File: src/rtl/cdb_arbiter.sv
// Common Data Bus arbiter: grants one of int/mem/mult/div per cycle and registers its result onto the CDB.
// Define CDB_ARB_RR_EN for round-robin arbitration; otherwise fixed priority div > mult > mem > int.
module cdb_arbiter #(
    parameter int TAG_WIDTH  = 6,
    parameter int DATA_WIDTH = 32
) (
    input  logic                  clk,
    input  logic                  rst,
    input  logic                  int_req,
    input  logic                  mem_req,
    input  logic                  mult_req,
    input  logic                  div_req,
    input  logic [TAG_WIDTH-1:0]  int_tag,
    input  logic [TAG_WIDTH-1:0]  mem_tag,
    input  logic [TAG_WIDTH-1:0]  mult_tag,
    input  logic [TAG_WIDTH-1:0]  div_tag,
    input  logic [DATA_WIDTH-1:0] int_data,
    input  logic [DATA_WIDTH-1:0] mem_data,
    input  logic [DATA_WIDTH-1:0] mult_data,
    input  logic [DATA_WIDTH-1:0] div_data,
    input  logic                  int_branch,
    input  logic                  int_branch_taken,
    output logic                  int_grant,
    output logic                  mem_grant,
    output logic                  mult_grant,
    output logic                  div_grant,
    output logic                  cdb_valid,
    output logic [TAG_WIDTH-1:0]  cdb_tag,
    output logic [DATA_WIDTH-1:0] cdb_data,
    output logic                  cdb_branch,
    output logic                  cdb_branch_taken
);

    logic [3:0]            req;
    logic [3:0]            grant;
    logic [TAG_WIDTH-1:0]  sel_tag;
    logic [DATA_WIDTH-1:0] sel_data;

    assign req = {div_req, mult_req, mem_req, int_req};
    assign {div_grant, mult_grant, mem_grant, int_grant} = grant;

`ifdef CDB_ARB_RR_EN
    logic [1:0] ptr;
    logic [1:0] grant_idx;
    logic [1:0] idx;
    logic       found;

    // Search from ptr upward (mod 4); first requester found wins
    always_comb begin
        grant     = '0;
        grant_idx = ptr;
        idx       = ptr;
        found     = 1'b0;
        for (int i = 0; i < 4; i++) begin
            idx = ptr + 2'(i);
            if (!found && req[idx]) begin
                found     = 1'b1;
                grant_idx = idx;
            end
        end
        if (found && !rst) begin
            grant[grant_idx] = 1'b1;
        end
    end

    always_ff @(posedge clk) begin
        if (rst) begin
            ptr <= '0;
        end else if (|grant) begin
            ptr <= grant_idx + 2'd1;
        end
    end
`else
    // Long-latency units drain first to free their single-entry output stage
    always_comb begin
        grant = '0;
        if (!rst) begin
            if (req[3]) begin
                grant = 4'b1000;
            end else if (req[2]) begin
                grant = 4'b0100;
            end else if (req[1]) begin
                grant = 4'b0010;
            end else if (req[0]) begin
                grant = 4'b0001;
            end
        end
    end
`endif

    always_comb begin
        sel_tag  = int_tag;
        sel_data = int_data;
        if (grant[1]) begin
            sel_tag  = mem_tag;
            sel_data = mem_data;
        end else if (grant[2]) begin
            sel_tag  = mult_tag;
            sel_data = mult_data;
        end else if (grant[3]) begin
            sel_tag  = div_tag;
            sel_data = div_data;
        end
    end

    // Tag/data hold their last value when idle; branch flags only accompany a valid int broadcast
    always_ff @(posedge clk) begin
        if (rst) begin
            cdb_valid        <= 1'b0;
            cdb_tag          <= '0;
            cdb_data         <= '0;
            cdb_branch       <= 1'b0;
            cdb_branch_taken <= 1'b0;
        end else if (|grant) begin
            cdb_valid        <= 1'b1;
            cdb_tag          <= sel_tag;
            cdb_data         <= sel_data;
            cdb_branch       <= grant[0] & int_branch;
            cdb_branch_taken <= grant[0] & int_branch_taken;
        end else begin
            cdb_valid        <= 1'b0;
            cdb_branch       <= 1'b0;
            cdb_branch_taken <= 1'b0;
        end
    end

endmodule

File: config.mk
export PLATFORM = sky130hd
export DESIGN_NAME = cdb_arbiter
export DESIGN_NICKNAME = d
export VERILOG_FILES = /design/src/rtl/cdb_arbiter.sv
export SDC_FILE = /design/constraint.sdc
export NUM_CORES = 1
export LEC_CHECK = 0
export BUFFER_PORTS_ARGS = -buffer_cell sky130_fd_sc_hd__buf_2
export CORE_MARGIN = 5
export CORE_UTILIZATION = 45
export CTS_CLUSTER_SIZE = 10
export DETAILED_ROUTE_END_ITERATION = 7
export PLACE_DENSITY = 0.95
export SYNTH_ARGS = -nofsm -noshare
export SYNTH_HDL_FRONTEND = slang
export SYNTH_SLANG_ARGS = --single-unit
File: constraint.sdc
create_clock -name clk -period 2.7 [get_ports clk]
set_clock_uncertainty 0.05 [all_clocks]
set_input_delay 0.54 -clock clk [delete_from_list [all_inputs] [get_ports clk]]
set_output_delay 0.54 -clock clk [all_outputs]
set_load 0.03 [all_outputs]
==> metrics.csv, run 1 <==
stage,metric,value,unit
status,status,finished clean,
synthesis,synth_area,2880,um2
route,viasPerCell,5.55,
die,start_util,45.9,%
finish,fin_nets,703,
worst_setup_path,worst_setup_path_end_kind,primary output,
die,fp.dieH,90.0,um
worst_setup_path,crit_chain,buf_2 -> nor4b_1 -> buf_2,
sta,tns,0,ns
route,vias,3443,
finish,diodes,0,
worst_setup_path,start_kind,primary input,
sta,rsz0062_at_grt,no,
synthesis,ys_seq_elements,41,
global_routing,grt_max_degree,53,
placement,placed_cell_area,3860,um2
die,die-width,90.0,um
sta,relSlewSlack,43.0,%
power_and_ir_drop,powerDensity,423,nW/um2
clocking,clk_latency,0.28,ns
power_and_ir_drop,p_sw_share,33.6,%
synthesis,synth_edf_count,0,
synthesis,synth_top_area_share,28.5,%
clocking,clock_sinks,41,
synthesis,ys_seq_area_share,28.5,%
synthesis,syn_inst,364,
synthesis,syn_nets,524,
sta,period_share,77.6,%
global_routing,grt_pass1_vias,3642,
clocking,cts_hold_buf,0,
clocking,clk_pin_slew,0.07,ns
die,coreArea,6280,um2
synthesis,ys_warn_count,0,
power_and_ir_drop,power_frac_clock,23.7,%
route,drtIter0Drc,229,
synthesis,synthAdderAreaFrac,0,%
global_routing,grt_overflow,0,
sta,max_freq,477,MHz
synthesis,postSynth.asyncResetShare,0,%
worst_setup_path,path_max_fanout,29,
power_and_ir_drop,ir_worst_vdd,0.233,mV
die,rows,29,
finish,drive_above_1_share,41.4,%
finish,fin_util,62.9,%
route,drc,0,
placement,dp_cells,613,
finish,design_area,3950,um2
placement,gp_congestion,0.813,
synthesis,yosysUniqueCellTypes,23,
finish,layout.cells.non_filler,620,
sta,drv_slew,0,
finish,fillers,530,
worst_setup_path,required,2.11,ns
clocking,postCtsSetupBuffers,0,
run,drv_cap,0,
placement,post-dp-hpwl,7700,um
worst_setup_path,path_common_cell,buf_2,
synthesis,yosys.area_share.simple,13.0,%
power_and_ir_drop,leakage,2.20,nW
synthesis,synthXorXnorAreaFrac,0,%
worst_setup_path,r2r-start,cdb_data[19],
clocking,ctsResizeCount,0,
route,ant_nets,0,
power_and_ir_drop,power_frac_seq,41.1,%
synthesis,synth_compound_area_share,31.7,%
worst_hold_path,hold_start,cdb_data[8],
worst_setup_path,reg2reg_slack,2.01,ns
sta,min_period,2.10,ns
die,dieArea,8100,um2
synthesis,synth_area_leader_cell,dfxtp_1,
clocking,cts_buffers,5,
global_routing,antenna_found_initial,0,
clocking,cts_buffer_depth,2,
route,firstDrtPassIters,4,
worst_setup_path,cp_slowest_cell,buf_2,
worst_setup_path,critPathArrivalTime,1.51,ns
worst_setup_path,cp-startpoint,mem_req,
worst_setup_path,worstSetupPathType,primary input to primary output,
synthesis,synth_area_leaders,"dfxtp_1 28%, mux2i_1 13%, a22o_1 12%",
power_and_ir_drop,power.share.combinational,35.2,%
global_routing,grt.total_usage,24.7,%
worst_hold_path,hp-class,flip-flop to flip-flop,
finish,area.growth.synth_to_final,37.0,%
power_and_ir_drop,switchingPower,561,uW
sta,report.final.setup_viol,0,
worst_setup_path,slowest_delay,0.43,ns
route,wl_per_cell,16.4,um
synthesis,syn_area_per_cell,7.92,um2
clocking,cts_tree,done,
route,routed_wl,10200,um
sta,worstMarginPinSlew,0.852,ns
sta,finalHoldViolCount,0,
placement,dp_worst_setup_slack,0.495,ns
clocking,htreeDepth,2,
synthesis,synth_top_family_by_area,compound AO/OA/AOI/OAI gates,
synthesis,synthMuxAreaShare,13.2,%
global_routing,grt_pass1_wl,17100,um
placement,portBuffers,204,
sta,fin_ws,0.604,ns
die,pin_count,205,
clocking,clock-root-buffer,clkbuf_8,
power_and_ir_drop,p_int,1.11,mW
synthesis,ys.flop_type,dfxtp_1,
## critical path: cells and delay by family
kind,cells,cell delay [ns]
buf+inv,2,0.67
simple gates,1,0.27
## metal layers
metal  vias up  share of wire (%)  GRT usage, %
met4         0                1.8          7.32
met5         -                  0             0
met2       157                 52          44.3
met3        18                7.2          6.09
met1      1574                 39          28.6
li1       1694                  -             -
## worst paths after layout
| kind | end | depth (start not counted) |
|---|---|---|
| worst max register to register | cdb_data[19] | 1 |
| worst min-delay path | cdb_data[8] | 1 |
| worst min register to register | cdb_data[8] | 1 |
| worst max-delay path | mem_grant | 3 |
## synthesized netlist by cell type (2+ instances only)
master / n
nand2_1: 76
dfxtp_1: 41
a22o_1: 38
a31oi_1: 38
inv_1: 38
mux2i_1: 38
o221ai_1: 38
clkbuf_1: 19
buf_2: 13
buf_6: 7
buf_4: 4
and3_1: 2
nor2_1: 2
## per-stage QoR
stage	hold WS [ns]	total power [mW]
floorplan	0.610	1.07
CTS	0.429	1.69
finish	0.427	1.67
detailed placement	0.411	1.29
global route	0.438	1.77
global placement	0.406	1.26
## sequential cells by signal (all words and copies together), names as in the netlist
signal,count
cdb_data,32
cdb_valid,1
cdb_branch,1
cdb_branch_taken,1
cdb_tag,6
## power by group through the flow
stage	Sequential, mW	Clock [mW]	Combinational (mW)
after global routing	0.692	0.438	0.644
final	0.687	0.396	0.589
after detailed placement	0.699	0	0.589
after global placement	0.698	0	0.566
after floorplan	0.801	0	0.268
after CTS	0.686	0.412	0.590
## cells by family (layout without fill, tap and decap cells)
kind of cell | after synthesis | after routing
DFF | 41 | 41
AOI/OAI and AO/OA | 115 | 115
buffers and inverters | 82 | 261
muxes | 38 | 38
and+or+nand+nor | 88 | 88
## placed cells by master, fill, tap and decap left out
cell / Yosys / final
nand2_1: 76 / 76
clkbuf_8: 0 / 6
o221ai_1: 38 / 38
nor2_4: 0 / 1
buf_12: 0 / 1
nor2_1: 2 / 1
nand2b_1: 1 / 1
and2_1: 1 / 1
buf_4: 4 / 11
nor4_4: 1 / 1
clkbuf_1: 19 / 1
buf_2: 13 / 204
o21ba_2: 1 / 1
dfxtp_1: 41 / 41
a31oi_1: 38 / 38
a22o_1: 38 / 38
nor4_1: 1 / 1
nor4b_1: 1 / 1
and3_1: 2 / 2
nor2b_1: 1 / 1
inv_1: 38 / 38
and2b_1: 1 / 1
mux2i_1: 38 / 38
nor3b_1: 1 / 1
## cell type report
| cell class | instances | area (um2) | share of cell area, % |
|---|---|---|---|
| clock buffer | 7 | 86.3 | 2.19 |
| inverter | 38 | 143 | 3.61 |
| multi-input combinational | 241 | 1680 | 42.5 |
| sequential | 41 | 821 | 20.8 |
| timing repair buffer | 216 | 1120 | 28.5 |
| tap | 77 | 96.3 | 2.44 |
No activity file was read; power rests on OpenSTA's default activity.
==> run 2: changes to the inputs <==
--- a/config.mk
+++ b/config.mk
@@ -5,12 +5,13 @@
 export SDC_FILE = /design/constraint.sdc
 export NUM_CORES = 1
 export LEC_CHECK = 0
+export ABC_AREA = 1
 export BUFFER_PORTS_ARGS = -buffer_cell sky130_fd_sc_hd__buf_2
 export CORE_MARGIN = 5
-export CORE_UTILIZATION = 45
+export CORE_UTILIZATION = 43
 export CTS_CLUSTER_SIZE = 10
 export DETAILED_ROUTE_END_ITERATION = 7
-export PLACE_DENSITY = 0.95
+export PLACE_DENSITY = 0.92
 export SYNTH_ARGS = -nofsm -noshare
 export SYNTH_HDL_FRONTEND = slang
 export SYNTH_SLANG_ARGS = --single-unit
==> constraint.sdc (replaced) <==
create_clock -name clk -period 2.03 [get_ports clk]
set_clock_uncertainty 0.05 [all_clocks]
set_input_delay 0.406 -clock clk [delete_from_list [all_inputs] [get_ports clk]]
set_output_delay 0.406 -clock clk [all_outputs]
set_load 0.03 [all_outputs]
==> run 2 against run 1 <==
- non-clock buffer count up 5
- global-route usage is 1.2 points lower
- sequential share of layout area is 1.6 points lower
- flip-flop and latch count unchanged
- power up 42%
- cell area is 8.3% higher
- clock power is 33% higher
- critical path type unchanged
==> metrics.csv, run 2 <==
stage,metric,value,unit,change
status,status,finished clean,,
die,die-width,94.1,um,+4.6%
synthesis,synth_edf_count,0,,unchanged
global_routing,antenna_found_initial,0,,unchanged
power_and_ir_drop,ir_worst_vdd,0.444,mV,+90%
finish,top_regs,"cdb_data x32, cdb_tag x6",,
synthesis,yosysUniqueCellTypes,18,,-22%
sta,relSlewSlack,68.0,%,+25 points
worst_setup_path,required,1.57,ns,-0.54 ns
synthesis,synth_top_area_share,27.0,%,-1.5 points
die,rows,30,,+3.4%
synthesis,synth_area,3040,um2,+5.6%
sta,tns,0,ns,unchanged
global_routing,grt_overflow,0,,unchanged
placement,portBuffers,204,,unchanged
route,ant_nets,0,,unchanged
synthesis,ys_top_cells_by_count,"159 x nand2_1, 115 x nand3_1, 85 x inv_1, 41 x dfxtp_1, 35 x nand4_1",,
global_routing,grt.total_usage,23.5,%,-1.2 points
power_and_ir_drop,p_total,2.37,mW,+42%
route,drtIter0Drc,206,,-10%
clocking,cts_buffer_depth,2,,unchanged
sta,drv_slew,0,,unchanged
clocking,cts_tree,done,,
sta,rsz0062_at_grt,no,,
finish,design_area,4270,um2,+8.3%
synthesis,ys_seq_area_share,27.0,%,-1.5 points
synthesis,syn_nets,688,,+31%
worst_setup_path,r2r-start,cdb_tag[0],,
synthesis,synth.most_common_cell,nand2_1,,
global_routing,grt_pass1_vias,3847,,+5.6%
route,firstDrtPassIters,5,,+1
worst_hold_path,hp-class,primary input to flip-flop,,
power_and_ir_drop,leakage,2.64,nW,+20%
die,fp.dieH,94.1,um,+4.6%
sta,max_freq,573,MHz,
route,vias,4078,,+18%
finish,fillers,648,,+22%
synthesis,syn_inst,528,,+45%
route,drc,0,,unchanged
worst_setup_path,reg2reg_slack,1.28,ns,-0.73 ns
sta,finalHoldViolCount,0,,unchanged
clocking,cts_hold_buf,0,,unchanged
placement,placed_cell_area,4190,um2,+8.5%
finish,drive_above_1_share,32.8,%,-8.6 points
placement,post-dp-hpwl,8690,um,+13%
worst_hold_path,hold_end,cdb_branch,,
synthesis,synth_area_leader_cell,dfxtp_1,,
finish,diodes,0,,unchanged
sta,worstMarginPinSlew,0.480,ns,-0.372 ns
worst_setup_path,path_max_fanout,8,,-72%
clocking,clock-root-buffer,clkbuf_8,,
synthesis,syn_area_per_cell,5.76,um2,-27%
synthesis,ys_warn_count,0,,unchanged
clocking,htreeDepth,2,,unchanged
die,start_util,44.5,%,-1.4 points
clocking,ctsResizeCount,0,,unchanged
synthesis,synth_area_leaders,"dfxtp_1 27%, nand2_1 20%, nand3_1 19%",,
die,coreArea,6830,um2,+8.8%
placement,gp_congestion,0.859,,+5.6%
worst_hold_path,whs_path_depth,3,,+2
synthesis,ys.flop_type,dfxtp_1,,
finish,largest_reg_flops,32,,unchanged
worst_setup_path,rr_worst_depth,4,,+3
finish,fin_nets,878,,+25%
synthesis,postSynth.asyncResetShare,0,%,unchanged
sta,period_share,86.0,%,
clocking,clk_latency,0.28,ns,about the same
clocking,cts_buffers,5,,unchanged
worst_setup_path,worst_setup_path_end_kind,primary output,,
route,routed_wl,11000,um,+7.7%
route,wl_per_cell,13.5,um,-18%
die,pin_count,205,,unchanged
worst_setup_path,worstSetupPathType,primary input to primary output,,
placement,dp_worst_setup_slack,0.265,ns,-0.229 ns
global_routing,grt_pass1_wl,16800,um,-1.7%
sta,report.final.setup_viol,0,,unchanged
run,drv_cap,0,,unchanged
finish,top_register,cdb_data,,
global_routing,grt_max_degree,44,,-17%
finish,area.growth.synth_to_final,40.5,%,
worst_setup_path,cp-startpoint,div_req,,
die,dieArea,8860,um2,+9.3%
finish,most-common-layout-cells,"204 x buf_2, 159 x nand2_1, 114 x nand3_1",,
finish,fin_util,62.6,%,-0.30 points
worst_setup_path,critPathArrivalTime,1.29,ns,-0.22 ns
worst_setup_path,r2r-end,cdb_tag[0],,
power_and_ir_drop,powerDensity,555,nW/um2,+31%
sta,min_period,1.75,ns,
clocking,clk_pin_slew,0.08,ns,about the same
worst_hold_path,hold_start,int_branch,,
route,viasPerCell,5.00,,-9.9%
clocking,postCtsSetupBuffers,0,,unchanged
sta,fin_ws,0.285,ns,-0.319 ns
worst_setup_path,start_kind,primary input,,
clocking,clock_sinks,41,,unchanged
synthesis,ys_seq_elements,41,,unchanged
finish,layout_commonest_cell,buf_2,,
run 2: cell count changes after synthesis, moves of 6 or more:
cell | previous run | this run
nand4_1 | 0 | 35
or2_0 | 0 | 17
a22o_1 | 38 | 0
nand3_1 | 0 | 115
clkbuf_1 | 19 | 13
buf_2 | 13 | 22
inv_1 | 38 | 85
buf_6 | 7 | 0
mux2i_1 | 38 | 0
o221ai_1 | 38 | 0
nand2_1 | 76 | 159
a31oi_1 | 38 | 0
or2_1 | 0 | 21
run 2: area by class of cell:
type	instances	area, um2	area share [%]
timing repair buffer	221	1190	27.8
inverter	89	334	7.82
clock inverter	3	17.5	0.410
clock buffer	5	68.8	1.61
sequential	41	821	19.2
multi-input combinational	360	1730	40.4
tap	96	120	2.81
run 2: stage by stage:
| stage | hold slack [ns] | std cells |
|---|---|---|
| floorplan | 0.468 | 528 |
| global placement | 0.407 | 807 |
| detailed placement | 0.414 | 807 |
| CTS | 0.256 | 815 |
| global route | 0.270 | 815 |
| finish | 0.268 | 815 |
run 2: report_power, final:
group | leakage (nW) | switching (mW) | internal [mW]
clock network | 0.0439 | 0.288 | 0.238
logic | 2.25 | 0.558 | 0.333
registers | 0.342 | 0.0532 | 0.903
total | 2.64 | 0.899 | 1.47
run 2: layer usage:
metal,GRT usage [%],share of wire (%),vias up
met4,9.87,2.3,0
met1,26.9,37,1794
met5,0,0,-
met2,42.0,50,222
met3,4.81,9.9,23
li1,-,-,2039
run 2: worst max-delay path by stage:
stage,to,slack [ns],cells after the start
final,mem_grant,0.28,5
after global placement,cdb_data[22],0.33,8
after global routing,mem_grant,0.22,5
after detailed placement,cdb_data[3],0.27,8
after CTS,mem_grant,0.29,5
after floorplan,mem_grant,0.34,5
run 2: cell families (layout without fill, tap and decap cells):
group / after synthesis / after routing / synth area share, %
DFF: 41 / 41 / 27.0
buffers and inverters: 127 / 318 / 16.8
and+or+nand+nor: 354 / 354 / 55.1
AOI/OAI and AO/OA: 6 / 6 / 1.07
run 2: worst max-delay path, stage by stage:
cell and delay (ns):
buf_2 0.16, nor2_4 0.18, nand3_2 0.21, inv_1 0.12
buf_2 0.20
